[src/rtl/sdram_frame_arbiter_pkg.sv]
// sdram_pkg: shared types and constants for the SDRAM frame arbiter.
//   t_arb_state   - arbiter state encoding
//   c_page_words  - words per SDRAM page (one burst)
//   c_frame_pages - pages per 640x480 frame
//   t_ch_rec      - per-channel record (row counter, latched restart)
//   first_set()   - lowest set bit index of a channel mask, -1 if none
package sdram_pkg;

    typedef enum logic [1:0] {
        ST_IDLE        = 2'd0,
        ST_WAIT_ACCEPT = 2'd1,
        ST_WAIT_DONE   = 2'd2
    } t_arb_state;

    localparam int c_page_words  = 512;
    localparam int c_frame_pages = (640 * 480) / c_page_words;
    localparam int c_row_w       = $clog2(c_frame_pages);

    typedef struct packed {
        logic [c_row_w-1:0] row;
        logic               restart_pending;
    } t_ch_rec;

    // Index of the lowest set bit (channel masks are at most 8 wide).
    function automatic int first_set(input logic [7:0] vec);
        int idx;
        idx = -1;
        for (int i = 7; i >= 0; i--) begin
            if (vec[i]) begin
                idx = i;
            end
        end
        return idx;
    endfunction

endpackage

[src/rtl/sdram_frame_arbiter_rr_arbiter.sv]
// rr_arbiter: combinational one-hot round-robin picker.
//   req_vec    in  P_WIDTH : request lines
//   last_grant in  P_WIDTH : one-hot grant of the previous winner
//   grant      out P_WIDTH : one-hot winner, searching upward from last_grant+1
module rr_arbiter #(
    parameter int P_WIDTH = 2
) (
    input  logic [P_WIDTH-1:0] req_vec,
    input  logic [P_WIDTH-1:0] last_grant,
    output logic [P_WIDTH-1:0] grant
);

    logic [P_WIDTH-1:0] above_s;
    logic [P_WIDTH-1:0] masked_s;

    // Requests strictly above the last winner win first; otherwise wrap to the lowest request.
    always_comb begin
        above_s  = ~(last_grant | (last_grant - 1'b1));
        masked_s = req_vec & above_s;
        if (|masked_s) begin
            grant = masked_s & (~masked_s + 1'b1);
        end else begin
            grant = req_vec & (~req_vec + 1'b1);
        end
    end

endmodule

[src/rtl/sdram_frame_arbiter.sv]
// sdram_frame_arbiter: round-robin request arbiter and per-channel frame row
// sequencer in front of sdram_controller (s_sdram_clk domain).
// Optional feature macro: SDRAM_ARB_DOUBLE_BUFFER_EN (double-buffered frame banks).
// Ports:
//   s_sdram_clk, i_rst (sync, active-high)
//   i_req[N], i_frame_restart[N]  - channel request levels / row restart pulses
//   i_ctrl_ready                  - controller ready (registered before use)
//   o_rw_en, o_rw, o_addr, o_ba   - controller request (row, then column 0)
//   o_grant[N], o_busy            - in-flight burst owner / burst in flight
//   o_frame_done[N]               - pulse on a channel's last page completion
//   o_err_timeout                 - sticky: controller never accepted a request
module sdram_frame_arbiter
    import sdram_pkg::*;
#(
    parameter int                  P_NUM_CH      = 2,
    parameter logic [P_NUM_CH-1:0] P_CH_DIR      = 2'b10,
    parameter int                  P_FRAME_PAGES = c_frame_pages,
    parameter int                  P_ADDRW       = 13,
    parameter int                  P_BANKW       = 2,
    parameter int                  P_TIMEOUT     = 1023
) (
    input  logic                s_sdram_clk,
    input  logic                i_rst,
    input  logic [P_NUM_CH-1:0] i_req,
    input  logic [P_NUM_CH-1:0] i_frame_restart,
    input  logic                i_ctrl_ready,
    output logic                o_rw_en,
    output logic                o_rw,
    output logic [P_ADDRW-1:0]  o_addr,
    output logic [P_BANKW-1:0]  o_ba,
    output logic [P_NUM_CH-1:0] o_grant,
    output logic                o_busy,
    output logic [P_NUM_CH-1:0] o_frame_done,
    output logic                o_err_timeout
);

    localparam int ROW_W = $clog2(P_FRAME_PAGES);
    localparam int TMO_W = $clog2(P_TIMEOUT + 1);
    localparam int IDX_W = (P_NUM_CH > 1) ? $clog2(P_NUM_CH) : 1;
    localparam logic [ROW_W-1:0]    LAST_ROW   = ROW_W'(P_FRAME_PAGES - 1);
    localparam logic [TMO_W-1:0]    TMO_MAX    = TMO_W'(P_TIMEOUT);
    localparam logic [P_NUM_CH-1:0] GRANT_INIT = P_NUM_CH'(1) << (P_NUM_CH - 1);

    t_arb_state          state_r;
    logic                ready_q_r;
    logic [P_NUM_CH-1:0] last_grant_r;
    logic [IDX_W-1:0]    cur_idx_r;
    logic [ROW_W-1:0]    row_r [P_NUM_CH];
    logic [P_NUM_CH-1:0] restart_pend_r;
    logic [TMO_W-1:0]    tmo_cnt_r;
    logic [P_NUM_CH-1:0] pick_s;
    logic [IDX_W-1:0]    pick_idx_s;
    logic [P_BANKW-1:0]  rd_ba_s;
    logic [P_BANKW-1:0]  wr_ba_s;

    rr_arbiter #(.P_WIDTH(P_NUM_CH)) u_rr (
        .req_vec    (i_req),
        .last_grant (last_grant_r),
        .grant      (pick_s)
    );

    // One-hot winner to channel index.
    always_comb begin
        pick_idx_s = '0;
        for (int i = 0; i < P_NUM_CH; i++) begin
            pick_idx_s = pick_idx_s | (pick_s[i] ? IDX_W'(i) : IDX_W'(0));
        end
    end

`ifdef SDRAM_ARB_DOUBLE_BUFFER_EN
    localparam int FIRST_RD = first_set(8'(P_CH_DIR));
    localparam bit HAS_RD   = (FIRST_RD >= 0);

    logic front_r;
    logic swap_pending_r;

    // Readers scan the front bank while writers fill the back bank.
    always_comb begin
        rd_ba_s = P_BANKW'(front_r);
        wr_ba_s = P_BANKW'(~front_r);
    end
`else
    // Single frame buffer: everything lives in bank 0.
    always_comb begin
        rd_ba_s = '0;
        wr_ba_s = '0;
    end
`endif

    // Arbiter FSM, row counters and all registered outputs.
    always_ff @(posedge s_sdram_clk) begin
        if (i_rst) begin
            state_r        <= ST_IDLE;
            ready_q_r      <= 1'b0;
            last_grant_r   <= GRANT_INIT;
            cur_idx_r      <= '0;
            restart_pend_r <= '0;
            tmo_cnt_r      <= '0;
            o_rw_en        <= 1'b0;
            o_rw           <= 1'b0;
            o_addr         <= '0;
            o_ba           <= '0;
            o_grant        <= '0;
            o_busy         <= 1'b0;
            o_frame_done   <= '0;
            o_err_timeout  <= 1'b0;
            for (int i = 0; i < P_NUM_CH; i++) begin
                row_r[i] <= '0;
            end
`ifdef SDRAM_ARB_DOUBLE_BUFFER_EN
            front_r        <= 1'b0;
            swap_pending_r <= 1'b0;
`endif
        end else begin
            ready_q_r    <= i_ctrl_ready;
            o_frame_done <= '0;

            // Restart of an idle channel is immediate; the in-flight one is deferred to completion.
            for (int i = 0; i < P_NUM_CH; i++) begin
                if (i_frame_restart[i]) begin
                    if ((state_r != ST_IDLE) && (i == int'(cur_idx_r))) begin
                        restart_pend_r[i] <= 1'b1;
                    end else begin
                        row_r[i] <= '0;
                    end
                end
            end

            case (state_r)
                ST_IDLE: begin
                    if (ready_q_r && (|i_req)) begin
                        o_grant      <= pick_s;
                        last_grant_r <= pick_s;
                        cur_idx_r    <= pick_idx_s;
                        o_rw         <= P_CH_DIR[pick_idx_s];
                        // A restart arriving with the grant already means row 0.
                        o_addr       <= i_frame_restart[pick_idx_s] ? '0
                                                                    : P_ADDRW'(row_r[pick_idx_s]);
                        o_ba         <= P_CH_DIR[pick_idx_s] ? rd_ba_s : wr_ba_s;
                        o_rw_en      <= 1'b1;
                        o_busy       <= 1'b1;
                        tmo_cnt_r    <= '0;
                        state_r      <= ST_WAIT_ACCEPT;
                    end
                end

                ST_WAIT_ACCEPT: begin
                    if (!ready_q_r) begin
                        o_rw_en <= 1'b0;
                        o_addr  <= '0;
                        state_r <= ST_WAIT_DONE;
                    end else if (tmo_cnt_r == TMO_MAX) begin
                        // Abandon the request; the row is kept so it is reissued later.
                        o_rw_en       <= 1'b0;
                        o_addr        <= '0;
                        o_grant       <= '0;
                        o_busy        <= 1'b0;
                        o_err_timeout <= 1'b1;
                        state_r       <= ST_IDLE;
                        restart_pend_r[cur_idx_r] <= 1'b0;
                        if (restart_pend_r[cur_idx_r] || i_frame_restart[cur_idx_r]) begin
                            row_r[cur_idx_r] <= '0;
                        end
                    end else begin
                        tmo_cnt_r <= tmo_cnt_r + 1'b1;
                    end
                end

                ST_WAIT_DONE: begin
                    // Burst completes on the rising edge of controller ready.
                    if (i_ctrl_ready && !ready_q_r) begin
                        o_grant <= '0;
                        o_busy  <= 1'b0;
                        state_r <= ST_IDLE;
                        restart_pend_r[cur_idx_r] <= 1'b0;
                        if (restart_pend_r[cur_idx_r] || i_frame_restart[cur_idx_r]) begin
                            row_r[cur_idx_r] <= '0;
                        end else if (row_r[cur_idx_r] == LAST_ROW) begin
                            row_r[cur_idx_r]        <= '0;
                            o_frame_done[cur_idx_r] <= 1'b1;
`ifdef SDRAM_ARB_DOUBLE_BUFFER_EN
                            // Writer wrap arms the swap; the first reader's wrap performs it.
                            if (!P_CH_DIR[cur_idx_r]) begin
                                if (HAS_RD) begin
                                    swap_pending_r <= 1'b1;
                                end else begin
                                    front_r <= ~front_r;
                                end
                            end else if ((int'(cur_idx_r) == FIRST_RD) && swap_pending_r) begin
                                front_r        <= ~front_r;
                                swap_pending_r <= 1'b0;
                            end
`endif
                        end else begin
                            row_r[cur_idx_r] <= row_r[cur_idx_r] + 1'b1;
                        end
                    end
                end

                default: begin
                    state_r <= ST_IDLE;
                end
            endcase
        end
    end

endmodule

[config.mk]
export PLATFORM = sky130hd
export DESIGN_NAME = sdram_frame_arbiter
export DESIGN_NICKNAME = d
export VERILOG_FILES = /design/src/rtl/sdram_frame_arbiter_pkg.sv /design/src/rtl/sdram_frame_arbiter_rr_arbiter.sv /design/src/rtl/sdram_frame_arbiter.sv
export SDC_FILE = /design/constraint.sdc
export NUM_CORES = 1
export LEC_CHECK = 0
export ABC_AREA = 1
export ABC_CLOCK_PERIOD_IN_PS = 1870
export CAP_MARGIN = 20
export CORE_MARGIN = 5
export CORE_UTILIZATION = 30
export CTS_CLUSTER_DIAMETER = 120
export DETAILED_ROUTE_END_ITERATION = 8
export GPL_TIMING_DRIVEN = 0
export PLACE_DENSITY = 0.55
export SETUP_SLACK_MARGIN = 0.02
export SLEW_MARGIN = 40
export SYNTH_ARGS = -nofsm -noshare
export SYNTH_HDL_FRONTEND = slang
export SYNTH_SLANG_ARGS = --single-unit
[constraint.sdc]
create_clock -name s_sdram_clk -period 1.87 [get_ports s_sdram_clk]
set_input_delay 0.2805 -clock s_sdram_clk [delete_from_list [all_inputs] [get_ports s_sdram_clk]]
set_output_delay 0.2805 -clock s_sdram_clk [all_outputs]
set_load 0.03 [all_outputs]
# Yosys cells after proc, flatten, opt, wreduce, memory -nomap -nowiden
# Memories as Yosys holds them, arrays and structs flattened. A register that Yosys moved wholly into a read port is not among the register bits.
# Index checks and enable logic that the tools add are counted.
[totals]
ram_bits = 20
elab_cells = 155
reg_bits = 39
in_bits = 7
output_inout_bits = 23
memories = 1
[mem_list]
columns = ["name", "words", "width", "rd", "rd_clocked_by_memory_dff", "write_ports", "line", "rtl"]
rows = [
  ["row_r", 2, 10, 2, 1, 3, "sdram_frame_arbiter.sv:48", "logic [ROW_W-1:0] row_r [P_NUM_CH];"],
]
[classes]
add_sub_neg = 5
order_cmp = 3
n_mux = 85
n_eq_ne = 10
n_reduce_logical = 20
bitwise_logic = 18
[op_table]
columns = ["cell", "count"]
rows = [
  ["10-bit 2-to-1 mux", 9],
  ["1-bit 2-to-1 mux", 55],
  ["13-bit 2-to-1 mux", 3],
  ["13-bit one-hot mux with 2 select lines", 1],
  ["10-bit by 1-bit adder with 10-bit output (second input constant)", 2],
  ["10-bit == test (second input constant)", 2],
  ["2-bit 2-to-1 mux", 10],
  ["10-bit one-hot mux with 2 select lines", 1],
  ["2-bit one-hot mux with 3 select lines", 2],
  ["2-bit != test (second input constant)", 5],
  ["3-bit AND reduction", 3],
  ["2-bit AND", 4],
  ["2-bit inverter", 4],
  ["1-bit logical AND", 5],
  ["1-bit bitwise OR", 5],
  ["5-bit AND reduction", 1],
  ["5-bit OR reduction", 1],
  ["2-bit by 1-bit adder with 2-bit output (second input constant)", 2],
  ["1-bit by 2-bit less-than comparator with 1-bit output (second input constant)", 2],
  ["1-bit inverter", 4],
  ["2-bit one-hot mux with 2 select lines", 1],
  ["4-bit AND reduction", 1],
  ["2-bit nonzero test", 2],
  ["2-bit OR reduction", 2],
  ["other kinds (14)", 14],
]

# Logic depth before layout (Yosys ltp)
[depth]
word_depth = 14
mapped_depth = 12
mapped_depth_nobuf = 10

# By module
# Synthesis repeated with hierarchy kept, for this count alone.
[hier_totals]
hier_cells = 419
hier_area_um2 = 3067.9
[modules_own_cells]
columns = ["mod", "seq_area_each_um2", "area_each_um2", "cells_per_inst", "instances"]
rows = [
  ["sdram_frame_arbiter", 1321.3, 3035.4, 413, 1],
  ["rr_arbiter", 0.0, 32.5, 6, 1],
]

# Worst setup path before layout
# No wires, ideal clock.
[synth_path]
path_type = "register -> register"
from = "reg tmo_cnt_r[0]"
to = "mem row_r[1][0] (netlist name) (enable)"
slack_ps = -43
arrival_ps = 1564
synth_period_minus_slack_ps = 1913
n_path_buf = 1
stages_incl_launch_ff = 11
path_cell_list = "dfxtp_1 > ha_1 > nand2_2 > nor2_4 > nand2_4 > nor2_4 > nand3_2 > nand2_2 > nand2_2 > buf_6 > nand3_1"
[synth_rtl]
columns = ["item", "line", "rtl"]
rows = [
  ["from (decl)", "sdram_frame_arbiter.sv:50", "logic [TMO_W-1:0] tmo_cnt_r;"],
  ["from (signal assigned)", "sdram_frame_arbiter.sv:165", "tmo_cnt_r <= tmo_cnt_r + 1'b1;"],
  ["to (decl)", "sdram_frame_arbiter.sv:48", ""],
]

# Worst setup path after layout
[layout_path]
from = "in i_req[0]"
to = "reg o_addr[2]"
[layout_between]
elab_chain_cells = 11
elab_cells_between_ends = 20
[layout_lines]
columns = ["item", "line", "rtl"]
rows = [
  ["from (decl)", "sdram_frame_arbiter.sv:24", "input logic [P_NUM_CH-1:0] i_req,"],
  ["2-bit AND", "sdram_frame_arbiter_rr_arbiter.sv:19", "masked_s = req_vec & above_s;"],
  ["2-bit inverter", "sdram_frame_arbiter_rr_arbiter.sv:21", "grant = masked_s & (~masked_s + 1'b1);"],
  ["2-bit by 1-bit adder with 2-bit output", "sdram_frame_arbiter_rr_arbiter.sv:21", ""],
  ["2-bit AND", "sdram_frame_arbiter_rr_arbiter.sv:21", ""],
  ["2-bit 2-to-1 mux", "sdram_frame_arbiter_rr_arbiter.sv:20", "if (|masked_s) begin"],
  ["1-bit 2-to-1 mux", "sdram_frame_arbiter.sv:66", "pick_idx_s = pick_idx_s | (pick_s[i] ? IDX_W'(i) : IDX_W'(0));"],
  ["1-bit 2-to-1 mux (implied by the code) (2 in a row)", "sdram_frame_arbiter.sv:137", "o_addr <= i_frame_restart[pick_idx_s] ? '0"],
  ["10-bit 2-to-1 mux", "sdram_frame_arbiter.sv:137", ""],
  ["13-bit 2-to-1 mux", "sdram_frame_arbiter.sv:131", "if (ready_q_r && (|i_req)) begin"],
  ["13-bit one-hot mux with 2 select lines", "sdram_frame_arbiter.sv:129", "case (state_r)"],
  ["to (signal assigned)", "sdram_frame_arbiter.sv:137", ""],
  ["to (decl)", "sdram_frame_arbiter.sv:29", "output logic [P_ADDRW-1:0] o_addr,"],
]
# Several ways; a longest one is shown, not always the timed one. The select of a mux whose other input is x is not followed.
# A chain may end at the register's enable or synchronous reset.

==> impl_metrics.csv <==
group,metric,value,unit
status,status,"completed",
placed_design,numPortBuffers,24,
sta,min_period,1.80,ns
clocking,clockRootBuffer,"clkbuf_8",
yosys,netlist_area,3170,um2
pwr,leakagePower,1.52,nW
routing,num_vias,2951,
routing,wl_met1,3860,um
layout,mostFrequentLayoutCells,"121 x nand2_1, 51 x nor2_1, 37 x nand3_1",
clocking,cts_buffers,5,
clocking,clk_latency,0.31,ns
sta,period_share,0.963,
layout,area_growth,24.5,%
yosys,yosysWarnings,0,
yosys,synth_cell_types,36,
global_routing,antenna_found_initial,0,
yosys,synthTopCellsByArea,"dfxtp_1 23%, edfxtp_1 19%, nand2_1 15%",
routing,drc_errors,0,
sta,fin_hold_ws,0.475,ns
clocking,clk_pin_slew_worst_paths,0.10,ns
yosys,synthArstFlopShare,0,
routing,drt_iter0_drc,159,
clocking,cts_tree,"done",
floorplanning,rows,37,
placed_design,pre_cts_slack,-0.437,ns
routing,totalWireLength,8290,um
yosys,syn_area_per_cell,7.26,um2
floorplanning,die_w,113,um
sta,clock_skew,0.00766,ns
critical_path,crit_arrival,2.05,ns
sta,fin_ws,0.0684,ns
global_routing,grt_pass1_vias,2686,
layout,drive_gt1_frac,0.176,
routing,drt_first_pass_iters,4,
clocking,clock-sinks,56,
floorplanning,core_region_area,10300,um2
critical_path,worstPathMaxFanout,10,
sta,relSlewSlack,0.621,
pwr,vdd_drop_max,0.000300,V
global_routing,gr-total-overflow,0,
clocking,htree_num_levels,2,
critical_path,r2r_slack,0.10,ns
layout,antenna_cells,0,
layout,layout_commonest_cell,"nand2_1",
clocking,cts_buffer_depth,2,
placed_design,dp_hpwl,5890,um
critical_path,end_kind,"register",
critical_path,startpoint_type,"input port",
yosys,synth-edff-count,20,
routing,ant_nets,0,
yosys,synth_cells,436,
global_routing,grt_start_max_net_pins,18,
critical_path,path_class,"input port to register",
yosys,synth_flop_cell,"dfxtp_1",
global_routing,grt_pass1_wl,13500,um
sta,setup_violations,0,
routing,wire_per_inst,13.3,um
routing,met3_length,370,um
yosys,yosysTopAreaCell,"dfxtp_1",
layout,final_nets,500,
job,maxCapViolations,0,
yosys,yosysTopAreaCellShare,0.228,
sta,finalHoldViolCount,0,
sta,worst_slew_pin_slew,0.569,ns
routing,wl_met2,3980,um
critical_path,worstPathRequired,2.12,ns
yosys,yosysSeqAreaShare,0.417,
sta,finalSetupTns,0,ns
floorplanning,die_area,12700,um2
sta,max_freq,555,MHz
floorplanning,start_util,0.307,
pwr,total_power,0.00298,W
routing,highest_layer,"met4",
placed_design,place_congestion,0.868,
routing,viasPerCell,4.73,
global_routing,grt.total_usage,0.131,
sta,report.final.slew_viol_count,0,
floorplanning,die_h,113,um
pwr,pwr_density_cell,755,nW/um2
yosys,ys_ff_latch,56,
floorplanning,pin_count,30,
min_path,hp-class,"register to register",
==> state kept, by name, summed over array words and instances, names as in the netlist, named ones only <==
signal and cells:
last_grant_r 2, o_addr 10, o_busy 1, o_err_timeout 1
o_frame_done 2, o_grant 2, o_rw 1, o_rw_en 1
ready_q_r 1, restart_pend_r 2, row_r 20, state_r 2
tmo_cnt_r 10
==> per-layer routing <==
layer / vias up / track usage
met2: 49 / 0.216
met5: - / 0
met4: 0 / 0.0296
li1: 1519 / -
met1: 1377 / 0.175
met3: 6 / 0.0278
==> report_power, final <==
group,switching (W),leakage [nW],internal [W]
clock,0.000411,0.0421,0.000261
combinational,0.000585,0.961,0.000324
sequential,0.0000486,0.514,0.00135
==> logic make-up (layout without fill, tap and decap cells) <==
kind of cell               Yosys count  count (layout)  synth area share
xor gates and xnor gates             4               4            0.0111
adders and majority gates            6               6            0.0237
AOI/OAI and AO/OA                   55              55            0.0992
DFF                                 56              56             0.417
other                                1               5           0.00118
and+or+nand+nor                    254             256             0.355
buffers and inverters               60             106            0.0925
==> synthesized netlist by cell type, types with 3 or more instances <==
cell	n
nor2_2	3
buf_2	4
o21ai_2	6
ha_1	6
buf_6	5
nand2_1	126
nor2_1	52
nand2_2	7
clkbuf_1	3
inv_2	3
inv_1	38
dfxtp_1	36
a21oi_1	29
edfxtp_1	20
nand4_1	11
o21ai_0	13
buf_4	6
nand3_1	41
nand3_2	5
==> worst max-delay path, cell delays in order <==
cell and delay, ns:
clkdlybuf4s50_1 0.50, inv_1 0.06, nand2_1 0.18, nand2_4 0.15, buf_2 0.25, o21ai_0 0.35, nand3_1 0.13, a21oi_1 0.14
==> layout make-up <==
| class | instances | area [um2] |
|---|---|---|
| fillers | 1094 | 6380 |
| multi-input cells | 326 | 1700 |
| flip-flops and latches | 56 | 1330 |
| repair buffers | 38 | 345 |
| well taps | 136 | 170 |
| inverters | 42 | 169 |
| plain buffers | 18 | 145 |
| clock buffers | 5 | 68.8 |
| clock inverters | 3 | 17.5 |
==> per-stage QoR <==
| step | cells | util | instance area [um2] |
|---|---|---|---|
| global route | 624 | 0.382 | 3940 |
| floorplan | 440 | - | 3180 |
| CTS | 614 | 0.366 | 3770 |
| finish | 624 | 0.382 | 3940 |
| detailed placement | 600 | 0.348 | 3590 |
| global placement | 600 | 0.348 | 3590 |
==> timing repair <==
item / CTS / global route
buffers inserted: 4 / 10
setup endpoints to repair: 37 / 63
hold buffers: 0 / 0
resized for setup: 12 / 27
pin swaps: 1 / 5
gates cloned: 2 / 0
==> path summary, 6_finish.rpt <==
path	depth (start not counted)	endpoint	startpoint
worst max register to register	10	row_r[0][7]	tmo_cnt_r[0]
worst max-delay path	8	o_addr[2]	i_req[0]
worst min register to register	2	o_addr[9]	o_addr[9]
worst min-delay path	2	o_addr[9]	o_addr[9]
Note: power is estimated with default switching activity, not from simulation.
==> patch (same settings) <==
Re-encode `t_arb_state` (3 states) as one-hot, 3 bits wide.
--- a/src/rtl/sdram_frame_arbiter_pkg.sv
+++ b/src/rtl/sdram_frame_arbiter_pkg.sv
@@ -6,10 +6,10 @@
 //   first_set()   - lowest set bit index of a channel mask, -1 if none
 package sdram_pkg;
 
-    typedef enum logic [1:0] {
-        ST_IDLE        = 2'd0,
-        ST_WAIT_ACCEPT = 2'd1,
-        ST_WAIT_DONE   = 2'd2
+    typedef enum logic [2:0] {
+        ST_IDLE        = 3'b001,
+        ST_WAIT_ACCEPT = 3'b010,
+        ST_WAIT_DONE   = 3'b100
     } t_arb_state;
 
     localparam int c_page_words  = 512;
Behaviour: same outputs for any inputs over 10 cycles, from zero or initial values and one cycle with i_rst high; not proved beyond that.
==> patch against the unedited design <==
Wire length fell by 4.5%; largest cell class unchanged; setup slack got worse by 0.021 ns; synthesized area fell by 1.9%; final area rose by 3.8%; critical path type is now flip-flop to flip-flop; clock skew rose by 0.00070 ns; critical endpoint is now row_r[1][7]$_SDFFCE_PN0P_; sequential cell count rose by 1; critical path depth rose by 4; non-clock buffer count rose by 1; core utilization rose by 1.8 points; register-to-register slack got worse by 0.05 ns; count of clock-buffer cells in the layout rose by 8; hold slack got worse by 0.013 ns.
Power is not compared: it rests on default switching activity, and its combinational part moved more than twofold at a synthesized area within 25%.
==> patch: results (changes against the unedited design) <==
* Status: finished, final reports clean (unchanged)
* WHS Endpoint: o_grant[0]$_SDFFE_PP0P_ (was o_addr[9]$_SDFFE_PP0P_)
* Dominant cells by area after synthesis: dfxtp_1 (24%), edfxtp_1 (19%), nand2_1 (15%) (was dfxtp_1 (23%), edfxtp_1 (19%), nand2_1 (15%))
* M2 GR Usage at 20.6% (was 21.6%)
* Final hold slack at 0.461 ns (was 0.475 ns)
* Synth Area in XOR/XNOR at 0.564% (was 1.11%)
* Pre-CTS setup slack at -0.355 ns (was -0.437 ns)
* Worst-path clk slew at 0.07 ns (was 0.10 ns)
* Sequential fraction of the synthesis area at 43.2% (was 41.7%)
* Layout cells sized above 1 at 23.1% (was 17.6%)
* Max FO, Critical Path at 7 (was 10)
* Final Non-Filler Cells at 621 (was 624)
* Critical Path AT at 1.87 ns (was 2.05 ns)
* CP startpoint: tmo_cnt_r[1]$_SDFFE_PP0P_ (was i_req[0])
* Final worst setup slack at 0.0471 ns (was 0.0684 ns)
* Dpl hpwl at 5.51 mm (was 5.89 mm)
* Synth top cells by count: nand2_1 (121), nor2_1 (51), inv_1 (42) (was nand2_1 (126), nor2_1 (52), nand3_1 (41))
* Min-delay src: o_grant[0]$_SDFFE_PP0P_ (was o_addr[9]$_SDFFE_PP0P_)
* Gr usage total at 13.1% (about the same)
* Grt met3 use at 3.37% (was 2.78%)
* Setup Skew at 0.00836 ns (was 0.00766 ns)
* Dpl cells at 588 (was 600)
* R2R cell count at 12 (was 10)
* Post CTS Setup Buffer Count at 8 (was 4)
* Via Count at 2842 (was 2951)
* Metal2 WL at 3.66 mm (was 3.98 mm)
* Initial DRC Count at 240 (was 159)
## patch: cell types whose count changed after synthesis, moves of 3 or more
cell | before | now
o21ai_0 | 13 | 19
nand3_2 | 5 | 8
nand2_1 | 126 | 121
buf_4 | 6 | 9
ha_1 | 6 | 2
buf_6 | 5 | 1
nand3_1 | 41 | 20
inv_1 | 38 | 42
nor3_1 | 2 | 5
## patch: worst max-delay path, stage by stage, from the launching register on
cell,delay (ns)
dfxtp_2,0.36
ha_4,0.16
nand2_4,0.06
inv_4,0.07
nand2_2,0.05
nor2_2,0.12
nand2_1,0.07
nor2_2,0.14
nand2_1,0.08
nand2_2,0.10
nand2_2,0.08
buf_8,0.14
nand3_4,0.10
## patch: cell type report
class	count	area [µm²]	area share, %
clock buffers	13	169	4.13
multi-input cells	307	1650	40.4
inverters	48	194	4.74
plain buffers	18	156	3.82
flip-flops and latches	57	1350	33.0
well taps	136	170	4.16
clock inverters	3	15.0	0.367
repair buffers	39	383	9.35
